**src/rtl/i2s_pkg.sv**
```systemverilog
`default_nettype none
// +--------------------------------------------------------------------+
// | i2s_pkg : shared types and default pin map for the I2S receiver     |
// | Revision 1.0                                                        |
// +--------------------------------------------------------------------+
package i2s_pkg;

  typedef enum logic [1:0] {
    SYNC  = 2'd0,
    LEFT  = 2'd1,
    RIGHT = 2'd2
  } state_t;

  localparam int DEF_SAMPLE_W = 16;
  localparam int DEF_SD_PIN   = 0;
  localparam int DEF_BCLK_PIN = 1;
  localparam int DEF_WS_PIN   = 2;

endpackage
`default_nettype wire

```
**src/rtl/i2s_rx_capture_if.sv**
```systemverilog
`default_nettype none
// +--------------------------------------------------------------------+
// | i2s_rx_capture_if : left/right pair valid/ready channel             |
// | Revision 1.0                                                        |
// +--------------------------------------------------------------------+
interface i2s_rx_capture_if #(
  parameter int SAMPLE_W = 16
);
  logic [SAMPLE_W-1:0] out_left;
  logic [SAMPLE_W-1:0] out_right;
  logic                out_valid;
  logic                out_ready;

  modport master (output out_left, output out_right, output out_valid, input out_ready);
  modport slave  (input out_left, input out_right, input out_valid, output out_ready);
endinterface
`default_nettype wire

```
**src/rtl/pio_pin_sync.sv**
```systemverilog
`default_nettype none
// +--------------------------------------------------------------------+
// | pio_pin_sync : 2-flop synchroniser plus delay flop edge detect      |
// | Revision 1.0                                                        |
// +--------------------------------------------------------------------+
module pio_pin_sync (
  input  wire logic clk,
  input  wire logic reset_n,
  input  wire logic pin,
  output logic      sync,
  output logic      rise,
  output logic      fall
);
  logic meta;
  logic sync_q;
  logic dly;

  always_ff @(posedge clk or negedge reset_n) begin
    if (!reset_n) begin
      meta   <= 1'b0;
      sync_q <= 1'b0;
      dly    <= 1'b0;
    end else begin
      meta   <= pin;
      sync_q <= meta;
      dly    <= sync_q;
    end
  end

  assign sync = sync_q;
  assign rise = sync_q & ~dly;
  assign fall = ~sync_q & dly;
endmodule
`default_nettype wire

```
**src/rtl/i2s_rx_capture.sv**
```systemverilog
`default_nettype none
// +--------------------------------------------------------------------+
// | i2s_rx_capture : oversampling MSB-first I2S deserialiser, L/R pairs |
// | Optional frame counter port under I2S_RX_FRAME_CNT_EN. Rev 1.0      |
// +--------------------------------------------------------------------+
module i2s_rx_capture
  import i2s_pkg::*;
#(
  parameter int SAMPLE_W = DEF_SAMPLE_W,
  parameter int SD_PIN   = DEF_SD_PIN,
  parameter int BCLK_PIN = DEF_BCLK_PIN,
  parameter int WS_PIN   = DEF_WS_PIN
) (
  input  wire logic        clk,
  input  wire logic        reset_n,
  input  wire logic        en,
  input  wire logic [31:0] gpio,
  i2s_rx_capture_if.master out_if,
  output logic             overrun,
  input  wire logic        overrun_clr
`ifdef I2S_RX_FRAME_CNT_EN
  ,
  output logic [15:0]      frame_cnt
`endif
);
  localparam int CNT_W = $clog2(SAMPLE_W + 1);

  logic bclk_sync, bclk_rise, bclk_fall;
  logic sd, sd_rise, sd_fall;
  logic ws, ws_rise, ws_fall;

  pio_pin_sync u_bclk_sync (.clk(clk), .reset_n(reset_n), .pin(gpio[BCLK_PIN]),
                            .sync(bclk_sync), .rise(bclk_rise), .fall(bclk_fall));
  pio_pin_sync u_sd_sync   (.clk(clk), .reset_n(reset_n), .pin(gpio[SD_PIN]),
                            .sync(sd), .rise(sd_rise), .fall(sd_fall));
  pio_pin_sync u_ws_sync   (.clk(clk), .reset_n(reset_n), .pin(gpio[WS_PIN]),
                            .sync(ws), .rise(ws_rise), .fall(ws_fall));

  logic unused_sigs;
  assign unused_sigs = ^{gpio, bclk_sync, bclk_fall, sd_rise, sd_fall, ws_rise, ws_fall};

  state_t              state, state_next;
  logic                ws_prev;
  logic [CNT_W-1:0]    cnt;
  logic [SAMPLE_W-1:0] word, word_next, left_hold;
  logic [SAMPLE_W-1:0] left_q, right_q;
  logic                valid_q;
  logic                ws_edge, latch_left, emit, load, drop;

  assign ws_edge = bclk_rise & (ws != ws_prev);

  // Word with the current bit merged in; the edge bit is the LSB of the ending word.
  always_comb begin
    word_next = word;
    for (int i = 0; i < SAMPLE_W; i++) begin
      if (cnt == CNT_W'(SAMPLE_W - 1 - i)) word_next[i] = sd;
    end
  end

  always_ff @(posedge clk or negedge reset_n) begin
    if (!reset_n) state <= SYNC;
    else          state <= state_next;
  end

  always_comb begin
    state_next = state;
    latch_left = 1'b0;
    emit       = 1'b0;
    if (!en) begin
      state_next = SYNC;
    end else if (ws_edge) begin
      case (state)
        SYNC:    if (!ws) state_next = LEFT;
        LEFT: begin
          latch_left = 1'b1;
          state_next = RIGHT;
        end
        RIGHT: begin
          emit       = 1'b1;
          state_next = LEFT;
        end
        default: state_next = SYNC;
      endcase
    end
  end

  always_ff @(posedge clk or negedge reset_n) begin
    if (!reset_n) begin
      ws_prev   <= 1'b0;
      cnt       <= '0;
      word      <= '0;
      left_hold <= '0;
    end else begin
      if (bclk_rise) ws_prev <= ws;
      if (!en) begin
        cnt  <= '0;
        word <= '0;
      end else if (bclk_rise) begin
        if (ws_edge) begin
          cnt  <= '0;
          word <= '0;
        end else begin
          word <= word_next;
          if (cnt < CNT_W'(SAMPLE_W)) cnt <= cnt + CNT_W'(1);
        end
      end
      if (latch_left) left_hold <= word_next;
    end
  end

  // A pending pair blocks new ones unless it is being accepted this cycle.
  assign load = emit & (~valid_q | out_if.out_ready);
  assign drop = emit & valid_q & ~out_if.out_ready;

  always_ff @(posedge clk or negedge reset_n) begin
    if (!reset_n) begin
      left_q  <= '0;
      right_q <= '0;
      valid_q <= 1'b0;
      overrun <= 1'b0;
    end else begin
      if (load) begin
        left_q  <= left_hold;
        right_q <= word_next;
        valid_q <= 1'b1;
      end else if (valid_q & out_if.out_ready) begin
        valid_q <= 1'b0;
      end
      if (drop)             overrun <= 1'b1;
      else if (overrun_clr) overrun <= 1'b0;
    end
  end

`ifdef I2S_RX_FRAME_CNT_EN
  always_ff @(posedge clk or negedge reset_n) begin
    if (!reset_n)  frame_cnt <= 16'd0;
    else if (load) frame_cnt <= frame_cnt + 16'd1;
  end
`endif

  assign out_if.out_left  = left_q;
  assign out_if.out_right = right_q;
  assign out_if.out_valid = valid_q;
endmodule
`default_nettype wire

```
**src/flat_wrapper.sv**
```systemverilog
// flat-port wrapper written by rule: the top's interface ports become plain ports
module i2s_rx_capture_flat import i2s_pkg::*;
#(
  parameter int SAMPLE_W = DEF_SAMPLE_W,
  parameter int SD_PIN   = DEF_SD_PIN,
  parameter int BCLK_PIN = DEF_BCLK_PIN,
  parameter int WS_PIN   = DEF_WS_PIN
)
  (clk, reset_n, en, gpio, overrun, overrun_clr, out_if_out_left, out_if_out_right, out_if_out_valid, out_if_out_ready);
  i2s_rx_capture_if #(.SAMPLE_W(SAMPLE_W)) out_if_i ();
  input  wire logic clk;
  input  wire logic reset_n;
  input  wire logic en;
  input  wire logic [31:0] gpio;
  output logic overrun;
  input  wire logic overrun_clr;
  output wire logic [$bits(out_if_i.out_left)-1:0] out_if_out_left;
  output wire logic [$bits(out_if_i.out_right)-1:0] out_if_out_right;
  output wire logic [$bits(out_if_i.out_valid)-1:0] out_if_out_valid;
  input wire logic [$bits(out_if_i.out_ready)-1:0] out_if_out_ready;
  assign out_if_out_left = out_if_i.out_left;
  assign out_if_out_right = out_if_i.out_right;
  assign out_if_out_valid = out_if_i.out_valid;
  assign out_if_i.out_ready = out_if_out_ready;
  i2s_rx_capture #(.SAMPLE_W(SAMPLE_W), .SD_PIN(SD_PIN), .BCLK_PIN(BCLK_PIN), .WS_PIN(WS_PIN)) u_core (.clk(clk), .reset_n(reset_n), .en(en), .gpio(gpio), .out_if(out_if_i), .overrun(overrun), .overrun_clr(overrun_clr));
endmodule
```
**config.mk**
```make
export PLATFORM = sky130hd
export DESIGN_NAME = i2s_rx_capture_flat
export DESIGN_NICKNAME = d
export VERILOG_FILES = /design/src/rtl/i2s_pkg.sv /design/src/rtl/i2s_rx_capture_if.sv /design/src/rtl/pio_pin_sync.sv /design/src/rtl/i2s_rx_capture.sv /design/src/flat_wrapper.sv
export SDC_FILE = /design/constraint.sdc
export NUM_CORES = 1
export LEC_CHECK = 0
export ABC_AREA = 1
export CAP_MARGIN = 30
export CORE_MARGIN = 8
export CORE_UTILIZATION = 47
export CTS_BUF_LIST = sky130_fd_sc_hd__clkbuf_16
export DETAILED_ROUTE_END_ITERATION = 10
export PLACE_DENSITY = 0.73
export SETUP_SLACK_MARGIN = 0.2
export SYNTH_ARGS = -nofsm -noshare
export SYNTH_HDL_FRONTEND = slang
export SYNTH_SLANG_ARGS = --single-unit
```
**constraint.sdc**
```tcl
create_clock -name clk -period 1.47 [get_ports clk]
set_input_delay 0.294 -clock clk [delete_from_list [all_inputs] [get_ports clk]]
set_output_delay 0.294 -clock clk [all_outputs]
set_load 0.01 [all_outputs]
```
After elaboration in Yosys (flattened, before gate mapping)
Index checks and enable logic that the tools add are counted.
Widths: inputs -> output; s select.
{ "word_totals": {"wordCells": 93, "output_inout_bits": 34, "inputBits": 37, "regBits": 81} }
{ "op_classes": {"eq_ne": 22, "n_bitwise": 10, "add_sub_neg": 1, "n_mux": 37, "magnitude_cmp": 1, "n_reduce_logical": 6} }
{ "ops": {"columns": ["cell", "count"], "rows": [
  ["$mux 16", 3],
  ["$eq 5x4->1 const B", 8],
  ["$mux 1", 26],
  ["$eq 5x3->1 const B", 4],
  ["$mux 5", 4],
  ["$eq 5x2->1 const B", 2],
  ["$and 1x1->1", 6],
  ["$mux 2", 3],
  ["$pmux 2 s3", 1],
  ["$add 5x1->5 const B", 1],
  ["$eq 5x1->1 const B", 1],
  ["$logic_not 5->1", 1],
  ["$lt 5x5->1 const B", 1],
  ["$ne 2x1->1 const B", 2],
  ["$reduce_and 2->1", 2],
  ["$reduce_bool 2->1", 2],
  ["$ne 3x1->1 const B", 1],
  ["$ne 3x3->1 const B", 1],
  ["$not 1->1", 3],
  ["$eq 2x1->1 const B", 1],
  ["$eq 2x2->1 const B", 1],
  ["$logic_not 2->1", 1],
  ["$ne 1x1->1", 1],
  ["$or 1x1->1", 1]
]} }

Longest topological paths before layout
Gate-level depths: netlist of run 1.
{ "logic_depth": {"word_depth": 8, "depth_mapped": 9, "ltp_nobuf": 9} }

Modules after synthesis
From an unflattened synthesis of run 1, not the netlist that was laid out.
{ "hier_totals": {"hier_cells": 415, "hier_area_um2": 3547.2} }
{ "modules_own_cells": {"columns": ["mod", "seq_area_each_um2", "n_inst", "area_per_inst_um2", "cells_each"], "rows": [
  ["i2s_rx_capture", 1851.8, 1, 3276.9, 394],
  ["pio_pin_sync", 75.1, 3, 90.1, 7]
]} }

Least setup slack after synthesis of run 1
Ideal clock, no wire load.
{ "synth_path": {"kind": "register to register", "from": "register u_core.cnt[0]", "to": "register u_core.right_q[1], in the netlist u_core.out_if.out_right[1]", "stages_incl_launch_ff": 10, "setup_ns": 0.117, "synth_period_minus_slack_ns": 1.387, "arrival_time_ns": 1.270, "t_required_ns": 1.353, "slack_ns": 0.083, "cell_sequence": "dfrtp_1 > inv_1 > ha_1 > inv_1 > nor2_1 > nand2_1 > nand2_1 > nand2_1 > nand3_1 > nand2_1"} }
{ "synth_between": {"elab_chain_cells": 2} }
{ "synth_lines": {"columns": ["item", "line", "rtl"], "rows": [
  ["start: declaration", "i2s_rx_capture.sv:44", "logic [CNT_W-1:0] cnt;"],
  ["start signal: assignment", "i2s_rx_capture.sv:104", "if (cnt < CNT_W'(SAMPLE_W)) cnt <= cnt + CNT_W'(1);"],
  ["$eq 5x4->1", "i2s_rx_capture.sv:56", "if (cnt == CNT_W'(SAMPLE_W - 1 - i)) word_next[i] = sd;"],
  ["$mux 1", "i2s_rx_capture.sv:56", null],
  ["end signal: assignment", "i2s_rx_capture.sv:124", "right_q <= word_next;"],
  ["end: declaration", "i2s_rx_capture.sv:46", "logic [SAMPLE_W-1:0] left_q, right_q;"]
]} }
No other way between the ends.
A chain may end at the register's enable or synchronous reset.

Worst setup path after layout of run 1
{ "layout_path": {"from": "register u_core.u_ws_sync.sync_q, in the netlist u_core.u_ws_sync.sync", "to": "register u_core.right_q[15], in the netlist u_core.out_if.out_right[15]"} }
{ "layout_between": {"elab_chain_cells": 5} }
{ "layout_lines": {"columns": ["item", "line", "rtl"], "rows": [
  ["start: declaration", "pio_pin_sync.sv:15", "logic sync_q;"],
  ["start signal: assignment", "pio_pin_sync.sv:25", "sync_q <= meta;"],
  ["$ne 1x1->1", "i2s_rx_capture.sv:50", "assign ws_edge = bclk_rise & (ws != ws_prev);"],
  ["$and 1x1->1", "i2s_rx_capture.sv:50", null],
  ["$mux 1", "i2s_rx_capture.sv:71", "end else if (ws_edge) begin"],
  ["$mux 1", "i2s_rx_capture.sv:69", "if (!en) begin"],
  ["$and 1x1->1", "i2s_rx_capture.sv:112", "assign load = emit & (~valid_q | out_if.out_ready);"]
]} }
No other way between the ends.

==> metrics.cfg, run 1 <==
[worst_setup_path]
slowest_stage=dfrtp_1
required_ns=1.69
path_class=flip-flop to flip-flop
critPathMaxStageDelay_ns=0.44
critPathLaunch=u_core.u_ws_sync.sync$_DFF_PN0_
cp-end-kind=flip-flop
crit_arrival_ns=1.77
r2r-start=u_core.u_ws_sync.sync$_DFF_PN0_
path_cells=inv_2 > nand2_4 > nand3_4 > nor2_8 > nand2_4 > bufbuf_16 > nand2_1 > nand2_1
crit_path_start_kind=flip-flop
rrSetupSlack_ns=-0.08
regToRegEndpoint=u_core.out_if.out_right[15]$_DFFE_PN0P_
reg2reg_depth=8
critical_path_peak_fanout=7

[timing]
grt_setup_unrepaired=true
fin_ws_ns=-0.0785
tightestPinTransition_ns=0.569
fin_worst_hold_slack_ns=0.348
fin_crit_ns=1.55
skew_ns=0.00644
timing.fmax_ghz=0.646
slew_headroom_pct=62.0
fin_tns_setup_ns=-0.322
finalCritPeriodShare_pct=105
finalHoldViolations=0
slew_viol_final=0
setup_viol=18

[power]
intPower_w=0.00396
switching_share_pct=24.0
p_switching_w=0.00125
p_leak_nw=2.75
ir_drop_mv=0.658
p_seq_share_pct=44.9
pwr-share-comb_pct=10.2
cellPowerDensity_nw_per_um2=1000
clkPwrFrac_pct=44.9

[synthesis]
synth_cells=441
yosysWarningCount=0
yosysSeqAreaShare_pct=55.6
synth_fp_nets=483
yosysUniqueCellTypes=23
synthesis.area_um2=3650
syn_avg_cell_area_um2=8.27
synth_seq_cells=81

[global_routing]
antenna_found_initial=0
grt_pass1_wl_um=15200
grt_max_degree=34
grt_usage_pct=17.1
grt_overflow=0
grt_pass1_vias=3104

[final_layout]
nets=566
antennaDiodeCount=0
drive_gt1_share_pct=35.3
fin_util_pct=68.3
layout_common_cells=nand2_1, dfrtp_1, nand3_1
final_common_cell=nand2_1
syn2layout_area_growth_pct=42.4

[route]
drtAntennaViolNets=0
drtPass1Iterations=4
routed_wl_um=10600
wl_met1_um=3970
wl_met2_um=5630
wl_per_cell_um=16.8
via_per_inst=5.18
drcViolationCount=0
drtIter0Drc=170
dr_total_vias=3266
wl_met3_um=702
top_layer_used=met4

[clocking]
clk_latency_ns=0.33
clock_path_buffers=2
cts_tree=done
numCtsBuffers=9
clkTransAtPathRegs_ns=0.06
cts_htree_levels=3
cts.sinks=81
cts_root_buf=clkbuf_16

[outcome]
violations=negative setup slack
status=finished with violations

[min_path]
min-delay-start=u_core.u_sd_sync.meta$_DFF_PN0_
hold_class=flip-flop to flip-flop
hold_path_end=u_core.u_sd_sync.sync$_DFF_PN0_
min_path_cells=0

[floorplan]
num_rows=32
initial_core_util_pct=48.0
die-area_um2=10800
fp.dieH_um=104
core_um2=7610
die_w_um=104
ios=71

[placed_design]
dp_hpwl_um=5570
globalplace.congestion=0.840
port_buffers=41

[run]
maxCapViolations=0

==> repair_timing <==
item,in CTS,in global routing
hold buffers,1,0
pin swaps,24,45
gates cloned,2,3
hold endpoints to repair,28,0
setup buffers,12,9
resized for setup,117,93
endpoints found under the setup margin,106,97
==> cell type report <==
class	count	area (um2)
fillers	516	2410
flip-flops and latches	81	2030
multi-input cells	318	1780
repair buffers	88	835
clock buffers	9	225
well taps	102	128
inverters	26	108
clock inverters	7	86.3
==> synth_stat cells <==
| cell | count | area, um2 |
|---|---|---|
| a21oi_1 | 1 | 5.00 |
| nor2_2 | 3 | 18.8 |
| nand3_4 | 1 | 17.5 |
| inv_2 | 1 | 3.75 |
| buf_4 | 3 | 22.5 |
| nor2_8 | 2 | 40.0 |
| buf_2 | 5 | 25.0 |
| nor2_4 | 2 | 22.5 |
| o21ai_0 | 8 | 40.0 |
| dfrtp_1 | 81 | 2030 |
| nand2_1 | 229 | 860 |
| nand3_1 | 50 | 250 |
| buf_6 | 5 | 56.3 |
| nand4_1 | 1 | 6.26 |
| clkbuf_1 | 3 | 11.3 |
| clkinv_1 | 1 | 3.75 |
| nand2_2 | 2 | 12.5 |
| nand2_4 | 1 | 11.3 |
| xnor2_1 | 1 | 8.76 |
| nand4_2 | 1 | 12.5 |
| inv_1 | 24 | 90.1 |
| ha_1 | 5 | 62.6 |
| nor2_1 | 11 | 41.3 |
==> power by group through the flow <==
| stage | registers [W] | clock network (W) | logic, W |
|---|---|---|---|
| finish | 0.00234 | 0.00234 | 0.000532 |
| global route | 0.00235 | 0.00247 | 0.000577 |
| CTS | 0.00234 | 0.00235 | 0.000433 |
| detailed placement | 0.00237 | 0 | 0.000371 |
| global placement | 0.00237 | 0 | 0.000361 |
| floorplan | 0.00236 | 0 | 0.000210 |
==> worst max path at each step <==
stage	to	cells after the start	slack, ns
2_1_floorplan	u_core.left_hold[0]$_DFFE_PN0P_	9	0.18
3_3_place_gp	u_core.out_if.out_right[12]$_DFFE_PN0P_	9	-0.20
3_5_place_dp	u_core.word[15]$_DFFE_PN0P_	6	-0.26
4_1_cts	u_core.left_hold[10]$_DFFE_PN0P_	10	0.07
5_1_grt	u_core.left_hold[0]$_DFFE_PN0P_	9	-0.17
6_report	u_core.out_if.out_right[15]$_DFFE_PN0P_	8	-0.08
==> flip-flops by register name, summed over array words and instances (netlist names) <==
| signal | cells |
|---|---|
| u_core.out_if.out_left | 16 |
| u_core.ws_prev | 1 |
| u_core.u_ws_sync.sync | 1 |
| u_core.u_sd_sync.meta | 1 |
| u_core.out_if.out_right | 16 |
| u_core.overrun | 1 |
| u_core.word | 16 |
| u_core.out_if.out_valid | 1 |
| u_core.state | 2 |
| u_core.u_ws_sync.meta | 1 |
| u_core.cnt | 5 |
| u_core.u_bclk_sync.sync | 1 |
| u_core.u_sd_sync.sync | 1 |
| u_core.left_hold | 16 |
| u_core.u_bclk_sync.meta | 1 |
| u_core.u_bclk_sync.dly | 1 |
==> through the flow <==
stage / setup slack (ns) / std cells / cell area, um2 / total power [W]
after floorplan: 0.179 / 441 / 3670 / 0.00257
after global placement: -0.199 / 588 / 4310 / 0.00273
after detailed placement: -0.256 / 588 / 4310 / 0.00274
after CTS: 0.0718 / 619 / 4920 / 0.00512
after global routing: -0.167 / 631 / 5200 / 0.00539
final: -0.0785 / 631 / 5200 / 0.00522
==> worst max-delay path, delay by kind of cell, from the launching register on <==
kind	cells	cell delay, ns
buf+inv	2	0.37
flops	1	0.44
simple gates	6	0.61
==> logic make-up (layout without fill, tap and decap cells) <==
group	after synthesis	in the layout	synth area share [%]
AOI/OAI and AO/OA	9	9	1.23
xor gates and xnor gates	1	1	0.240
adders and majority gates	5	5	1.71
buffers and inverters	42	130	5.83
DFF	81	81	55.6
and+or+nand+nor	303	303	35.4
==> routing by layer <==
| layer | up-vias | track usage (%) |
|---|---|---|
| li1 | 1535 | - |
| met1 | 1592 | 19.6 |
| met2 | 114 | 29.6 |
| met3 | 25 | 3.72 |
| met4 | 0 | 8.07 |
| met5 | - | 0 |
Note: power is estimated with default switching activity, not from simulation.
==> run 2: changes to the inputs <==
Settings changed: PLACE_DENSITY 0.73 to 0.76.
==> run 2 against run 1 <==
The run still ends with negative setup slack left; global-route usage grew 0.56 points; cell count shrank 0.32%; clock-buffer cell count is the same; die area is the same; clock power grew 4%; critical path depth grew 1; non-clock buffer count shrank 2; via count grew 3.0%; cell area grew 2.7%; combinational power shrank 2%; first-iteration DRC count grew 26%; critical endpoint is now u_core.left_hold[1]$_DFFE_PN0P_; largest power group is now the clock network.
==> metrics.cfg, run 2 (synthesized netlist as in run 1, its figures left out) <==
[outcome]
status=finished with violations
violations=negative setup slack

[timing]
fin_crit_ns=1.51  ; -0.0394 ns
timing.fmax_ghz=0.663  ; +2.6%
fin_ws_ns=-0.0391  ; +0.0394 ns
skew_ns=0.00653  ; +0.0000917 ns
slew_headroom_pct=65.1  ; +3.0 points
tightestPinTransition_ns=0.524  ; -0.0455 ns
setup_viol=2  ; -16
grt_setup_unrepaired=true
finalHoldViolations=0  ; unchanged
finalCritPeriodShare_pct=103  ; -2.7 points
slew_viol_final=0  ; unchanged

[power]
p_switching_w=0.00133  ; +5.8%
ir_drop_mv=0.614  ; -6.8%
clkPwrFrac_pct=45.9  ; +1.0 points
switching_share_pct=25.0  ; +0.97 points
cellPowerDensity_nw_per_um2=994  ; -0.96%
p_seq_share_pct=44.3  ; -0.6 points
p_leak_nw=2.73  ; -0.98%
pwr-share-comb_pct=9.8  ; -0.4 points
intPower_w=0.00398  ; +0.44%

[route]
drcViolationCount=0  ; unchanged
via_per_inst=5.35  ; +3.3%
drtPass1Iterations=5  ; +1
drtIter0Drc=214  ; +26%
routed_wl_um=10900  ; +2.5%
wl_per_cell_um=17.3  ; +2.8%
dr_total_vias=3363  ; +3.0%
drtAntennaViolNets=0  ; unchanged

[final_layout]
drive_gt1_share_pct=40.2  ; +4.9 points
fin_util_pct=70.2  ; +1.9 points
nets=564  ; -0.35%
final_common_cell=nand2_1
final_area_um2=5340  ; +2.7%
syn2layout_area_growth_pct=46.3
antennaDiodeCount=0  ; unchanged
layout_common_cells=nand2_1, dfrtp_1, nand2_2

[clocking]
clkTransAtPathRegs_ns=0.06  ; about the same
cts.sinks=81  ; unchanged
clk_latency_ns=0.34  ; about the same
cts_root_buf=clkbuf_16
numCtsBuffers=9  ; unchanged
clock_path_buffers=2  ; unchanged
cts_htree_levels=3  ; unchanged
cts_tree=done

[global_routing]
grt_max_degree=34  ; unchanged
grt_pass1_wl_um=15800  ; +4.1%
grt_usage_pct=17.6  ; +0.56 points
grt_overflow=0  ; unchanged
antenna_found_initial=0  ; unchanged
grt_pass1_vias=3261  ; +5.1%

[floorplan]
fp.dieH_um=104  ; unchanged
num_rows=32  ; unchanged
die_w_um=104  ; unchanged
ios=71  ; unchanged
initial_core_util_pct=48.0  ; unchanged
die-area_um2=10800  ; unchanged
core_um2=7610  ; unchanged

[worst_setup_path]
cp-end-kind=flip-flop
cp_top_family=simple AND/OR/NAND/NOR gates
regToRegEndpoint=u_core.left_hold[1]$_DFFE_PN0P_
critPathMaxStageDelay_ns=0.46  ; +0.02 ns
critical_path_peak_fanout=8  ; +1
crit_arrival_ns=1.74  ; -0.03 ns
path_class=flip-flop to flip-flop
slowest_stage=dfrtp_2
reg2reg_depth=9  ; +1
required_ns=1.70  ; about the same
path_cells=buf_6 > ha_4 > inv_2 > nor2_4 > nand2_1 > nand2_1 > nand2_2 > nand2_1 > nand2_1
critPathBufInv=2  ; unchanged
r2r-start=u_core.cnt[1]$_DFFE_PN0P_
crit_top_cell=nand2_1
rrSetupSlack_ns=-0.04  ; +0.04 ns
crit_path_start_kind=flip-flop
critPathLaunch=u_core.cnt[1]$_DFFE_PN0P_

[placed_design]
port_buffers=41  ; unchanged
dpl-instance-area_um2=4300  ; -0.23%
dp_hpwl_um=5440  ; -2.2%
globalplace.congestion=0.819  ; -2.4%

[min_path]
hold_class=flip-flop to flip-flop
hold_path_end=u_core.u_sd_sync.sync$_DFF_PN0_
min_path_cells=0  ; unchanged
min-delay-start=u_core.u_sd_sync.meta$_DFF_PN0_

[run]
maxCapViolations=0  ; unchanged

[run 2: layer usage]
| metal | up-vias | global-route usage (%) | share of wire [%] |
|---|---|---|---|
| met5 | - | 0 | 0 |
| met4 | 0 | 8.79 | 4.3 |
| met3 | 39 | 3.47 | 6.7 |
| met2 | 152 | 30.6 | 51 |
| met1 | 1633 | 20.3 | 38 |
| li1 | 1539 | - | - |
[run 2: worst max path at each step]
stage / to / slack (ns) / cells after the start
2_1_floorplan: u_core.left_hold[0]$_DFFE_PN0P_ / 0.18 / 9
3_3_place_gp: u_core.word[15]$_DFFE_PN0P_ / -0.20 / 6
3_5_place_dp: u_core.word[10]$_DFFE_PN0P_ / -0.26 / 6
4_1_cts: u_core.word[0]$_DFFE_PN0P_ / 0.06 / 8
5_1_grt: u_core.left_hold[1]$_DFFE_PN0P_ / -0.13 / 9
6_report: u_core.left_hold[1]$_DFFE_PN0P_ / -0.04 / 9
[run 2: power groups by stage]
stage	Sequential, W	Combinational, W	Clock [W]
floorplan	0.00236	0.000210	0
global placement	0.00237	0.000351	0
detailed placement	0.00237	0.000365	0
CTS	0.00233	0.000451	0.00240
global route	0.00236	0.000570	0.00253
finish	0.00235	0.000521	0.00244
[run 2: what timing repair did]
item	4_1_cts	5_1_grt
setup endpoints to repair	104	91
endpoints found under the hold margin	24	0
hold buffers	1	0
resized for setup	114	128
setup buffers	14	6
pin swaps	31	64
cloned	3	4
[run 2: final cells by class]
class / count / area (um2)
clock inverters: 7 / 93.8
well taps: 102 / 128
flip-flops and latches: 81 / 2030
fillers: 480 / 2270
inverters: 26 / 110
clock buffers: 9 / 225
repair buffers: 86 / 870
multi-input cells: 318 / 1880
[run 2: per-stage QoR]
step                hold slack, ns  TNS, ns  power, W  setup slack (ns)  instances
floorplan                 -0.00159        0   0.00257             0.179        441
global placement             0.239   -10.80   0.00272            -0.197        585
detailed placement           0.242   -13.20   0.00274            -0.261        585
CTS                          0.348        0   0.00519            0.0587        619
global route                 0.358    -1.88   0.00546            -0.126        629
finish                       0.348  -0.0494   0.00531           -0.0391        629
==> run 3: changes to the inputs <==
Settings changed: CELL_PAD_IN_SITES_DETAIL_PLACEMENT set to 1, CELL_PAD_IN_SITES_GLOBAL_PLACEMENT set to 2, CORE_UTILIZATION 47 to 27, PLACE_DENSITY 0.76 to unset, PLACE_DENSITY_LB_ADDON set to 0.1.
==> run 3 against run 2 <==
The flow now finishes without violations; critical path type unchanged; clock skew increased by 0.00051 ns; clock power is 18% lower; critical path depth is the same; setup slack better by 0.086 ns.
==> metrics.cfg, run 3 (synthesized netlist as in run 1, its figures left out) <==
[power]
p_leak_nw=2.88  ; +5.6%
clkPwrFrac_pct=40.6  ; -5.3 points
pwr-share-comb_pct=12.3  ; +2.5 points
p_switching_w=0.00131  ; -0.90%
intPower_w=0.00365  ; -8.3%
ir_drop_mv=0.440  ; -28%
p_seq_share_pct=47.1  ; +2.8 points
switching_share_pct=26.5  ; +1.5 points
cellPowerDensity_nw_per_um2=884  ; -11%
power.total_w=0.00497  ; -6.5%

[placed_design]
place_inst=675  ; +15%
port_buffers=41  ; unchanged
dp_hpwl_um=7210  ; +33%
globalplace.congestion=0.704  ; -14%
dpl-instance-area_um2=4520  ; +5.2%

[final_layout]
syn2layout_area_growth_pct=54.0
drive_gt1_share_pct=44.2  ; +3.9 points
n_fill_cell=1551  ; +220%
layout.cells.non_filler=724  ; +15%
nets=586  ; +3.9%
antennaDiodeCount=0  ; unchanged
final_area_um2=5620  ; +5.3%
final_common_cell=nand2_1
regArea_um2=2030  ; about the same
layout_common_cells=nand2_1, dfrtp_1, nand2_2
multi_input_area_um2=1910  ; +1.6%

[floorplan]
ios=71  ; unchanged
die_w_um=132  ; +27%
core_um2=13200  ; +74%
initial_core_util_pct=27.6  ; -20 points
fp.dieH_um=132  ; +27%
die-area_um2=17500  ; +61%
num_rows=42  ; +31%

[clocking]
numCtsBuffers=9  ; unchanged
cts.sinks=81  ; unchanged
cts_tree=done
clkTransAtPathRegs_ns=0.06  ; about the same
clock_path_buffers=2  ; unchanged
cts_htree_levels=3  ; unchanged
clk_latency_ns=0.34  ; about the same
cts_root_buf=clkbuf_16

[min_path]
min_path_cells=0  ; unchanged
hold_path_end=u_core.u_sd_sync.sync$_DFF_PN0_
min-delay-start=u_core.u_sd_sync.meta$_DFF_PN0_
hold_class=flip-flop to flip-flop

[global_routing]
antenna_found_initial=0  ; unchanged
grt_overflow=0  ; unchanged
grt_pass1_wl_um=18500  ; +17%
grt_pass1_vias=3406  ; +4.4%
grt_max_degree=32  ; -5.9%
grt_usage_pct=13.3  ; -4.3 points

[worst_setup_path]
critical_path_peak_fanout=8  ; unchanged
crit_path_start_kind=flip-flop
critPathMaxStageDelay_ns=0.42  ; -0.04 ns
crit_arrival_ns=1.66  ; -0.08 ns
critPathBufInv=2  ; unchanged
crit_cells=9  ; unchanged
reg2reg_depth=9  ; unchanged
slowest_stage=dfrtp_2
regToRegEndpoint=u_core.word[9]$_DFFE_PN0P_
path_cells=buf_4 > ha_4 > inv_2 > nor2_4 > nand2_1 > nand2_1 > nand2_2 > nand2_1 > nand2_1
r2r-start=u_core.cnt[1]$_DFFE_PN0P_
required_ns=1.70  ; about the same
crit_top_cell=nand2_1
rrSetupSlack_ns=0.05  ; +0.09 ns
path_class=flip-flop to flip-flop
cp-end-kind=flip-flop
cp_top_family=simple AND/OR/NAND/NOR gates

[route]
dr_total_vias=3199  ; -4.9%
via_per_inst=4.42  ; -17%
wl_per_cell_um=16.0  ; -7.7%
routed_wl_um=11600  ; +6.2%
drcViolationCount=0  ; unchanged
drtAntennaViolNets=0  ; unchanged
drtPass1Iterations=4  ; -1
drtIter0Drc=131  ; -39%

[timing]
slew_headroom_pct=78.9  ; +14 points
fin_tns_setup_ns=0  ; +0.0494 ns
fin_crit_ns=1.42  ; -0.0857 ns
tightestPinTransition_ns=0.316  ; -0.208 ns
fin_worst_hold_slack_ns=0.349  ; +0.000432 ns
setup_viol=0  ; -2
skew_ns=0.00704  ; +0.000513 ns
grt_setup_unrepaired=true
finalHoldViolations=0  ; unchanged
slew_viol_final=0  ; unchanged
timing.fmax_ghz=0.703  ; +6.0%
finalCritPeriodShare_pct=96.8  ; -5.8 points

[run]
maxCapViolations=0  ; unchanged

[outcome]
status=finished, final reports clean

## run 3: what timing repair did
item,CTS,global route
setup buffers,15,10
hold endpoints to repair,12,0
hold buffers,1,0
pin swaps,67,52
resized for setup,176,105
cloned,5,3
endpoints found under the setup margin,107,100
## run 3: area by class of cell
class	instances	area share (%)
sequential	81	36.2
clock inverter	6	0.512
inverter	26	1.91
timing repair buffer	108	19.5
clock buffer	9	4.01
multi-input combinational	318	34.0
tap	176	3.92
## run 3: worst max path at each step
stage,start,end,slack (ns)
4_1_cts,u_core.cnt[0]$_DFFE_PN0P_,u_core.word[9]$_DFFE_PN0P_,0.04
3_5_place_dp,en,u_core.out_if.out_right[14]$_DFFE_PN0P_,-0.29
2_1_floorplan,u_core.cnt[0]$_DFFE_PN0P_,u_core.left_hold[0]$_DFFE_PN0P_,0.18
6_report,u_core.cnt[1]$_DFFE_PN0P_,u_core.word[9]$_DFFE_PN0P_,0.05
5_1_grt,u_core.cnt[1]$_DFFE_PN0P_,u_core.out_if.out_right[5]$_DFFE_PN0P_,-0.05
3_3_place_gp,en,u_core.left_hold[11]$_DFFE_PN0P_,-0.26
## run 3: metrics by stage
| stage | utilization (%) | worst slack (ns) |
|---|---|---|
| after detailed placement | 34.1 | -0.291 |
| after CTS | 40.2 | 0.0442 |
| final | 42.4 | 0.0466 |
| after global placement | 34.1 | -0.257 |
| after global routing | 42.4 | -0.0527 |
| after floorplan | - | 0.179 |
## run 3: per-layer routing
metal  routed length [um]  track usage [%]  vias to the layer above
li1                     -                -                     1579
met1                 5300             16.0                     1581
met2                 5820             22.6                       28
met3                  261             2.29                       11
met4                  172             6.37                        0
met5                    0                0                        -
## run 3: power groups by stage
stage               Combinational [W]  Sequential (W)  Clock, W
floorplan                    0.000210         0.00236         0
global placement             0.000437         0.00236         0
detailed placement           0.000446         0.00236         0
CTS                          0.000547         0.00233   0.00209
global route                 0.000674         0.00234   0.00218
finish                       0.000611         0.00234   0.00201
